`config.mk`:
```
export PLATFORM = sky130hd
export DESIGN_NAME = dump_ctrl
export DESIGN_NICKNAME = d
export VERILOG_FILES = /design/src/rtl/dso_pkg.sv /design/src/rtl/wrap_addr_ctr.sv /design/src/rtl/dump_ctrl.sv
export SDC_FILE = /design/constraint.sdc
export NUM_CORES = 1
export LEC_CHECK = 0
export BUFFER_PORTS_ARGS = -buffer_cell sky130_fd_sc_hd__clkbuf_2
export CORE_ASPECT_RATIO = 2
export CORE_UTILIZATION = 53
export DETAILED_ROUTE_END_ITERATION = 10
export HOLD_SLACK_MARGIN = 0.12
export PLACE_DENSITY = 0.79
export SLEW_MARGIN = 20
export SYNTH_ARGS = -nofsm -noshare
export SYNTH_HDL_FRONTEND = slang
export SYNTH_HIERARCHICAL = 1
export SYNTH_SLANG_ARGS = --single-unit
```
`constraint.sdc`:
```
create_clock -name clk -period 2.49 [get_ports clk]
set_input_delay 0.747 -clock clk [delete_from_list [all_inputs] [get_ports clk]]
set_output_delay 0.747 -clock clk [all_outputs]
set_load 0.01 [all_outputs]
```
`src/rtl/dso_pkg.sv`:
```
// Shared types and constants for the capture-dump path of the scope controller.
package dso_pkg;

  localparam int ENTRIES_DEFAULT = 384;
  localparam logic [7:0] ERR_RESP = 8'hEE;
  localparam logic [1:0] DUMP_CH_RSVD = 2'b11;

  typedef enum logic [2:0] {
    ST_IDLE,
    ST_RD,
    ST_LAT,
    ST_SEND,
    ST_WAIT,
    ST_ERR_SEND,
    ST_ERR_WAIT,
    ST_DONE
  } dump_state_t;

  // Successor of a circular-buffer address; n need not be a power of two.
  function automatic int wrap_next(input int a, input int n);
    return (a == n - 1) ? 0 : a + 1;
  endfunction

endpackage

```
`src/rtl/wrap_addr_ctr.sv`:
```
// Loadable address counter that wraps from ENTRIES-1 back to 0.
module wrap_addr_ctr
  import dso_pkg::*;
#(
  parameter int ENTRIES = ENTRIES_DEFAULT,
  parameter int AW = $clog2(ENTRIES)
) (
  input  logic          clk,
  input  logic          rst_n,
  input  logic          load,
  input  logic [AW-1:0] load_val,
  input  logic          inc,
  output logic [AW-1:0] addr
);

  always_ff @(posedge clk or negedge rst_n) begin
    if (!rst_n) begin
      addr <= '0;
    end else if (load) begin
      addr <= load_val;
    end else if (inc) begin
      addr <= AW'(wrap_next(int'(addr), ENTRIES));
    end
  end

endmodule

```
`src/rtl/dump_ctrl.sv`:
```
// Streams one captured channel, oldest sample first, out through the UART transmitter.
module dump_ctrl
  import dso_pkg::*;
#(
  parameter int ENTRIES = ENTRIES_DEFAULT,
  parameter int AW = $clog2(ENTRIES)
) (
  input  logic          clk,
  input  logic          rst_n,
  input  logic          dump,
  input  logic [1:0]    dump_ch,
  input  logic          capture_done,
  input  logic [AW-1:0] trace_end,
  input  logic [7:0]    ram_rdata,
  output logic [AW-1:0] ram_addr,
  output logic          ram_rd_en,
  output logic [1:0]    ram_ch,
  output logic [7:0]    tx_data,
  output logic          send_tx,
  input  logic          tx_done,
  output logic          busy,
  output logic          dump_done,
  output dump_state_t   dbg_state
);

  localparam int CW = AW + 1;

  // UART handshake: send_tx is a one-cycle request with tx_data already stable;
  // tx_done is a one-cycle pulse honoured only in ST_WAIT / ST_ERR_WAIT.
  dump_state_t   state;
  logic [CW-1:0] cnt;
  logic          dump_ok;
  logic          accept;
  logic          reject;
  logic          ctr_inc;
  logic          last_byte;
  logic [AW-1:0] start_addr;

  assign dump_ok    = (dump_ch != DUMP_CH_RSVD) && capture_done;
  assign accept     = (state == ST_IDLE) && dump && dump_ok;
  assign reject     = (state == ST_IDLE) && dump && !dump_ok;
  assign start_addr = AW'(wrap_next(int'(trace_end), ENTRIES));
  assign ctr_inc    = (state == ST_WAIT) && tx_done;
  assign last_byte  = (cnt == CW'(ENTRIES - 1));
  assign dbg_state  = state;

  wrap_addr_ctr #(
    .ENTRIES(ENTRIES),
    .AW     (AW)
  ) u_addr_ctr (
    .clk     (clk),
    .rst_n   (rst_n),
    .load    (accept),
    .load_val(start_addr),
    .inc     (ctr_inc),
    .addr    (ram_addr)
  );

  always_ff @(posedge clk or negedge rst_n) begin
    if (!rst_n) begin
      state     <= ST_IDLE;
      cnt       <= '0;
      ram_rd_en <= 1'b0;
      ram_ch    <= '0;
      tx_data   <= '0;
      send_tx   <= 1'b0;
      busy      <= 1'b0;
      dump_done <= 1'b0;
    end else begin
      ram_rd_en <= 1'b0;
      send_tx   <= 1'b0;
      dump_done <= 1'b0;
      case (state)
        ST_IDLE: begin
          if (accept) begin
            ram_ch    <= dump_ch;
            cnt       <= '0;
            ram_rd_en <= 1'b1;
            busy      <= 1'b1;
            state     <= ST_RD;
          end else if (reject) begin
            tx_data <= ERR_RESP;
            send_tx <= 1'b1;
            busy    <= 1'b1;
            state   <= ST_ERR_SEND;
          end
        end
        ST_RD: state <= ST_LAT;
        ST_LAT: begin
          tx_data <= ram_rdata;
          send_tx <= 1'b1;
          state   <= ST_SEND;
        end
        ST_SEND: state <= ST_WAIT;
        ST_WAIT: begin
          if (tx_done) begin
            cnt <= cnt + CW'(1);
            if (last_byte) begin
              dump_done <= 1'b1;
              state     <= ST_DONE;
            end else begin
              ram_rd_en <= 1'b1;
              state     <= ST_RD;
            end
          end
        end
        ST_ERR_SEND: state <= ST_ERR_WAIT;
        ST_ERR_WAIT: begin
          if (tx_done) begin
            dump_done <= 1'b1;
            state     <= ST_DONE;
          end
        end
        ST_DONE: begin
          busy  <= 1'b0;
          state <= ST_IDLE;
        end
        default: state <= ST_IDLE;
      endcase
    end
  end

endmodule
```
# Word level (Yosys, flattened, before mapping)
# Cells that the tools add are included.
totals:
  mem_count: 0
  mem_bits_ro: 0
  wordCells: 75
  mem_bits_rw: 0
  latch_bits: 0
  input_bits: 24
  regBits: 36
  output_inout_bits: 26
op_classes:
  div_mod_pow: 0
  n_shift: 0
  n_mul: 0
  n_reduce_logical: 16
  order_cmp: 0
  muxes: 30
  bitwise_logic: 0
  addsub: 3
  n_eq_ne: 17
ops:
  columns: ["cell", "count"]
  rows:
  - ["9-bit 2-to-1 mux", 4]
  - ["3-bit one-hot mux with 8 select lines", 1]
  - ["10-bit 2-to-1 mux", 2]
  - ["10-bit one-hot mux with 2 select lines", 1]
  - ["9-bit by 1-bit adder with 9-bit output, second input constant", 2]
  - ["9-bit == test, second input constant", 2]
  - ["8-bit 2-to-1 mux", 2]
  - ["8-bit one-hot mux with 2 select lines", 1]
  - ["3-bit 2-to-1 mux", 5]
  - ["3-bit == test, second input constant", 4]
  - ["2-bit != test, second input constant", 6]
  - ["10-bit by 1-bit adder with 10-bit output, second input constant", 1]
  - ["10-bit by 9-bit == test with 1-bit output, second input constant", 1]
  - ["1-bit 2-to-1 mux", 10]
  - ["3-bit AND reduction", 3]
  - ["1-bit one-hot mux with 2 select lines", 4]
  - ["2-bit nonzero test", 4]
  - ["3-bit by 2-bit == test with 1-bit output, second input constant", 2]
  - ["1-bit logical AND", 5]
  - ["2-bit AND reduction", 2]
  - ["3-bit by 1-bit == test with 1-bit output, second input constant", 1]
  - ["3-bit zero test", 1]
  - ["3-bit != test, second input constant", 1]
  - ["1-bit zero test", 1]

# Depth between registers and ports, before layout
logic_depth:
  word_depth: 7
  mapped_depth: 9
  depth_no_buf: 7

# Cells and area by module
# Netlist, hierarchy kept.
modules_own_cells:
  columns: ["mod", "instances", "cells_per_inst", "seq_area_each_um2", "area_per_inst_um2"]
  rows:
  - ["dump_ctrl", 1, 144, 675.6, 1450.1]
  - ["wrap_addr_ctr", 1, 62, 225.2, 568.0]

# Least setup slack after synthesis
# Ideal clock, no wire load.
synth_path:
  kind: "input to register"
  from: "input port tx_done"
  to: "register u_addr_ctr.addr[8]"
  required_ps: 2408
  stages: 8
  arrival_time_ps: 2126
  path_slack_ps: 283
  setup_ps: 82
  n_path_buf: 3
  path_cell_list: "nand4bb_1 clkbuf_1 buf_2 inv_1 buf_6 nand4_4 or4b_1 a31oi_1"
synth_between:
  elab_chain_cells: 2
synth_lines:
  columns: ["item", "line_no", "source"]
  rows:
  - ["from (decl)", "dump_ctrl.sv:20", "input logic tx_done,"]
  - ["1-bit logical AND", "dump_ctrl.sv:43", "assign ctr_inc = (state == ST_WAIT) && tx_done;"]
  - ["net ctr_inc", "dump_ctrl.sv:35", "logic ctr_inc;"]
  - ["2-bit nonzero test (no line)", null, null]
  - ["to (signal assigned)", "wrap_addr_ctr.sv:20", "addr <= load_val;"]
  - ["to (signal assigned)", "wrap_addr_ctr.sv:22", "addr <= AW'(wrap_next(int'(addr), ENTRIES));"]
  - ["to (decl)", "wrap_addr_ctr.sv:13", "output logic [AW-1:0] addr"]
# The timed path passes the listed nets, and every way through them passes these cells.
# A chain may end at the register's enable or synchronous reset.

# Worst setup path after layout
layout_path:
  from: "register state[1] (netlist: dbg_state[1])"
  to: "register u_addr_ctr.addr[3]"
layout_between:
  elab_chain_cells: 4
  word_cells_on_any_way: 7
  cone_classes: "eq/ne (1); mux (1); reduce/logical (5)"
layout_lines:
  columns: ["item", "line_no", "source"]
  rows:
  - ["from (decl)", "dump_ctrl.sv:30", "dump_state_t state;"]
  - ["from (signal assigned)", "dump_ctrl.sv:61", "state <= ST_IDLE;"]
  - ["from (signal assigned)", "dump_ctrl.sv:80", "state <= ST_RD;"]
  - ["from (signal assigned)", "dump_ctrl.sv:85", "state <= ST_ERR_SEND;"]
  - ["3-bit zero test (*)", "dump_ctrl.sv:40", "assign accept = (state == ST_IDLE) && dump && dump_ok;"]
  - ["1-bit logical AND (*) (2 in a row)", "dump_ctrl.sv:40", null]
  - ["net accept", "dump_ctrl.sv:33", "logic accept;"]
  - ["9-bit 2-to-1 mux or 2-bit nonzero test (tied branches)", null, null]
# The timed path passes the listed nets; every way through them passes the cells marked *.

==> results.ini <==
[clock_tree]
clk_latency_ps = 290
htreeDepth = 2
cts_setup_buffers = 0
cts_root_buf = clkbuf_8
numCtsBuffers = 5
max-clock-path-buffers = 2
clk_pin_slew_ps = 70
postCtsResizedCells = 0
holdBufCountCts = 0
cts_tree = yes
cts_sinks = 36

[synth]
syn-num-nets = 233
yosys-top-cells-area = dfrtp_1 (45%), o21ai_0 (5.5%), nand2_1 (4.3%)
seq_area_frac_synth = 0.4464
synth_top_family_by_area = simple AND/OR/NAND/NOR gates
synth_edf_count = 0
synthCells = 206
synth_xor_area_frac = 0.03038
yosysWarnings = 6
synth_compound_area_frac = 0.1668
synth_seq_cells = 36
yosysTopAreaCell = dfrtp_1
synth.avg_cell_area_sq_um = 9.797
synth_fa_ha_area_frac = 0.01860
synth_top_area_frac = 0.4464
async_flop_share = 1.000
synth-simple-area-share = 0.2250
synth_mux_area_frac = 0.05518
synth_ff_type = dfrtp_1
syn_area_sq_mm = 0.002018
synth.distinct_cells = 50

[power_and_ir_drop]
p_total_w = 0.002440
leakagePower_nw = 1.052
vdd_drop_max_mv = 0.6412
p_per_area_mw_per_mm2 = 1021

[worst_setup_path]
r2r_slack_ps = 430
endpoint_kind = flip-flop
slowest_stage = or4b_4
criticalPathCategory = reg -> reg
worstReg2RegEnd = u_addr_ctr/addr[3]
ff2ff_path_depth = 5
crit_chain = or4b_4 > nor2_8 > inv_1 > a31oi_1 > o21ai_0
arrival_ps = 2220
crit-reg2reg-launch = dbg_state[1]
crit_fanout = 14
cp-start-kind = flip-flop
max_stage_delay_ps = 670
crit_required_ps = 2650

[timing]
hold_viol = 0
holdWs_ps = 423.9
rsz0062_at_grt = no
final.setup.tns_ps = 0
max_slew.worst_pin.slew_ps = 595.1
fmax_mhz = 486.0
report.final.slew_viol_count = 0
min_period_ps = 2058
relSlewSlack = 0.5996
setup_viol = 0
fin_crit_sh = 0.8264
fin_skew_ps = 3.128
worst_slack_ps = 432.3

[die]
ios = 50
initial_core_util = 0.5535
fp-row-count = 31
die-area_sq_mm = 0.004074
die_y_microns = 89.27
die_w_microns = 45.64
core_area_sq_mm = 0.003646

[placement]
gp_congestion = 0.8341
place_hpwl_microns = 3483
port_buffers = 49
place_ws_ps = 182.8

[global_routing]
grt_overflow = 0
grt_start_max_net_pins = 22
grt_pass1_wl_microns = 7645
grt_pass1_vias = 1735
track_usage = 0.2563
antenna_found_initial = 0

[hold_path]
hold_class = in -> async

[final_layout]
fin_nets = 283
antennaDiodeCount = 0
area_growth_pct = 18.47
final_util = 0.6558
drive_above_1_share = 0.2802

[route]
detail_route.wl_per_cell_microns = 15.30
num_vias = 1793
antenna_left = 0
drt_iter0_drc = 51
drc = 0
drt_wl_total_microns = 4683
first_pass_iters = 4
vias_per_cell = 5.859

[outcome]
status = completed

[flow_run]
cap_violations = 0

==> synthesized netlist by cell type (all sizes together), types with 2 or more instances <==
library cell,n
dfrtp,36
nand2,23
o21ai,22
nor2,10
inv,9
nand3,9
buf,8
a21oi,7
mux2i,7
nand4,6
o22a,6
nor3,5
nor4,5
or3,5
xor2,5
a31oi,4
clkbuf,3
ha,3
mux2,3
or4,3
or4b,3
nor3b,2
o21bai,2
xnor2,2
==> through the flow <==
stage               instance area [sq um]  std cells
floorplan                            2018        206
global placement                     2280        298
detailed placement                   2280        298
CTS                                  2391        306
global route                         2391        306
finish                               2391        306
==> flip-flops by register name, summed over array words and instances (netlist names) <==
name and count:
busy 1, tx_data 8, send_tx 1, ram_rd_en 1
ram_ch 2, dump_done 1, u_addr_ctr/addr 9, dbg_state 3
cnt 10
==> final cells by class <==
cell class,count,area (sq um)
clock buffers,5,68.82
clock inverters,3,42.54
fillers,319,1255
inverters,9,33.78
multi-input cells,150,1001
flip-flops and latches,36,900.9
well taps,49,61.31
repair buffers,54,282.8
==> cells by family after synthesis <==
kind of cell / count (synthesis)
flip-flops: 36
AND/OR/NAND/NOR: 78
multiplexers: 10
buffers and inverters: 20
AO/OA/AOI/OAI: 52
XOR/XNOR: 7
adder cells (fa/ha/maj): 3
==> worst max path at each step <==
stage,depth (start not counted),slack (ps),start,end
3_5_place_dp,6,180,tx_done,u_addr_ctr/addr[8]
4_1_cts,5,470,dbg_state[0],u_addr_ctr/addr[8]
3_3_place_gp,6,240,tx_done,u_addr_ctr/addr[8]
5_1_grt,5,370,dbg_state[0],u_addr_ctr/addr[8]
2_1_floorplan,8,280,tx_done,u_addr_ctr/addr[8]
6_report,5,430,dbg_state[1],u_addr_ctr/addr[3]
==> critical path: cells and delay by family, from the launching register on <==
family                 cells  cell delay (ps)
AND/OR/NAND/NOR            2              900
AO/OA/AOI/OAI              2              350
buffers and inverters      1              190
flip-flops                 1              490
==> metal layers <==
layer | track usage | share of wire | vias to the layer above
met3 | 0.04646 | 0.040 | 13
met1 | 0.2749 | 0.37 | 849
met4 | 0.1102 | 0.023 | 0
met2 | 0.4649 | 0.57 | 68
li1 | - | - | 863
met5 | 0 | 0 | -
==> where the power goes <==
part           total (W)  leakage (nW)  internal, W  switching, W
clock network   0.000510        0.0541     0.000296      0.000214
registers        0.00105         0.440     0.000791      0.000254
logic           0.000884         0.558     0.000406      0.000478
total            0.00244          1.05      0.00149      0.000947
==> layout by cell type (no fill, tap or decap), drive strengths merged, types with 6 or more instances in the layout <==
cell type | synthesis | routed
a21oi | 7 | 7
clkbuf | 3 | 54
dfrtp | 36 | 36
inv | 9 | 9
mux2i | 7 | 7
nand2 | 23 | 23
nand3 | 9 | 9
nand4 | 6 | 6
nor2 | 10 | 10
o21ai | 22 | 22
o22a | 6 | 6
Power figures use the tool's default switching activity.
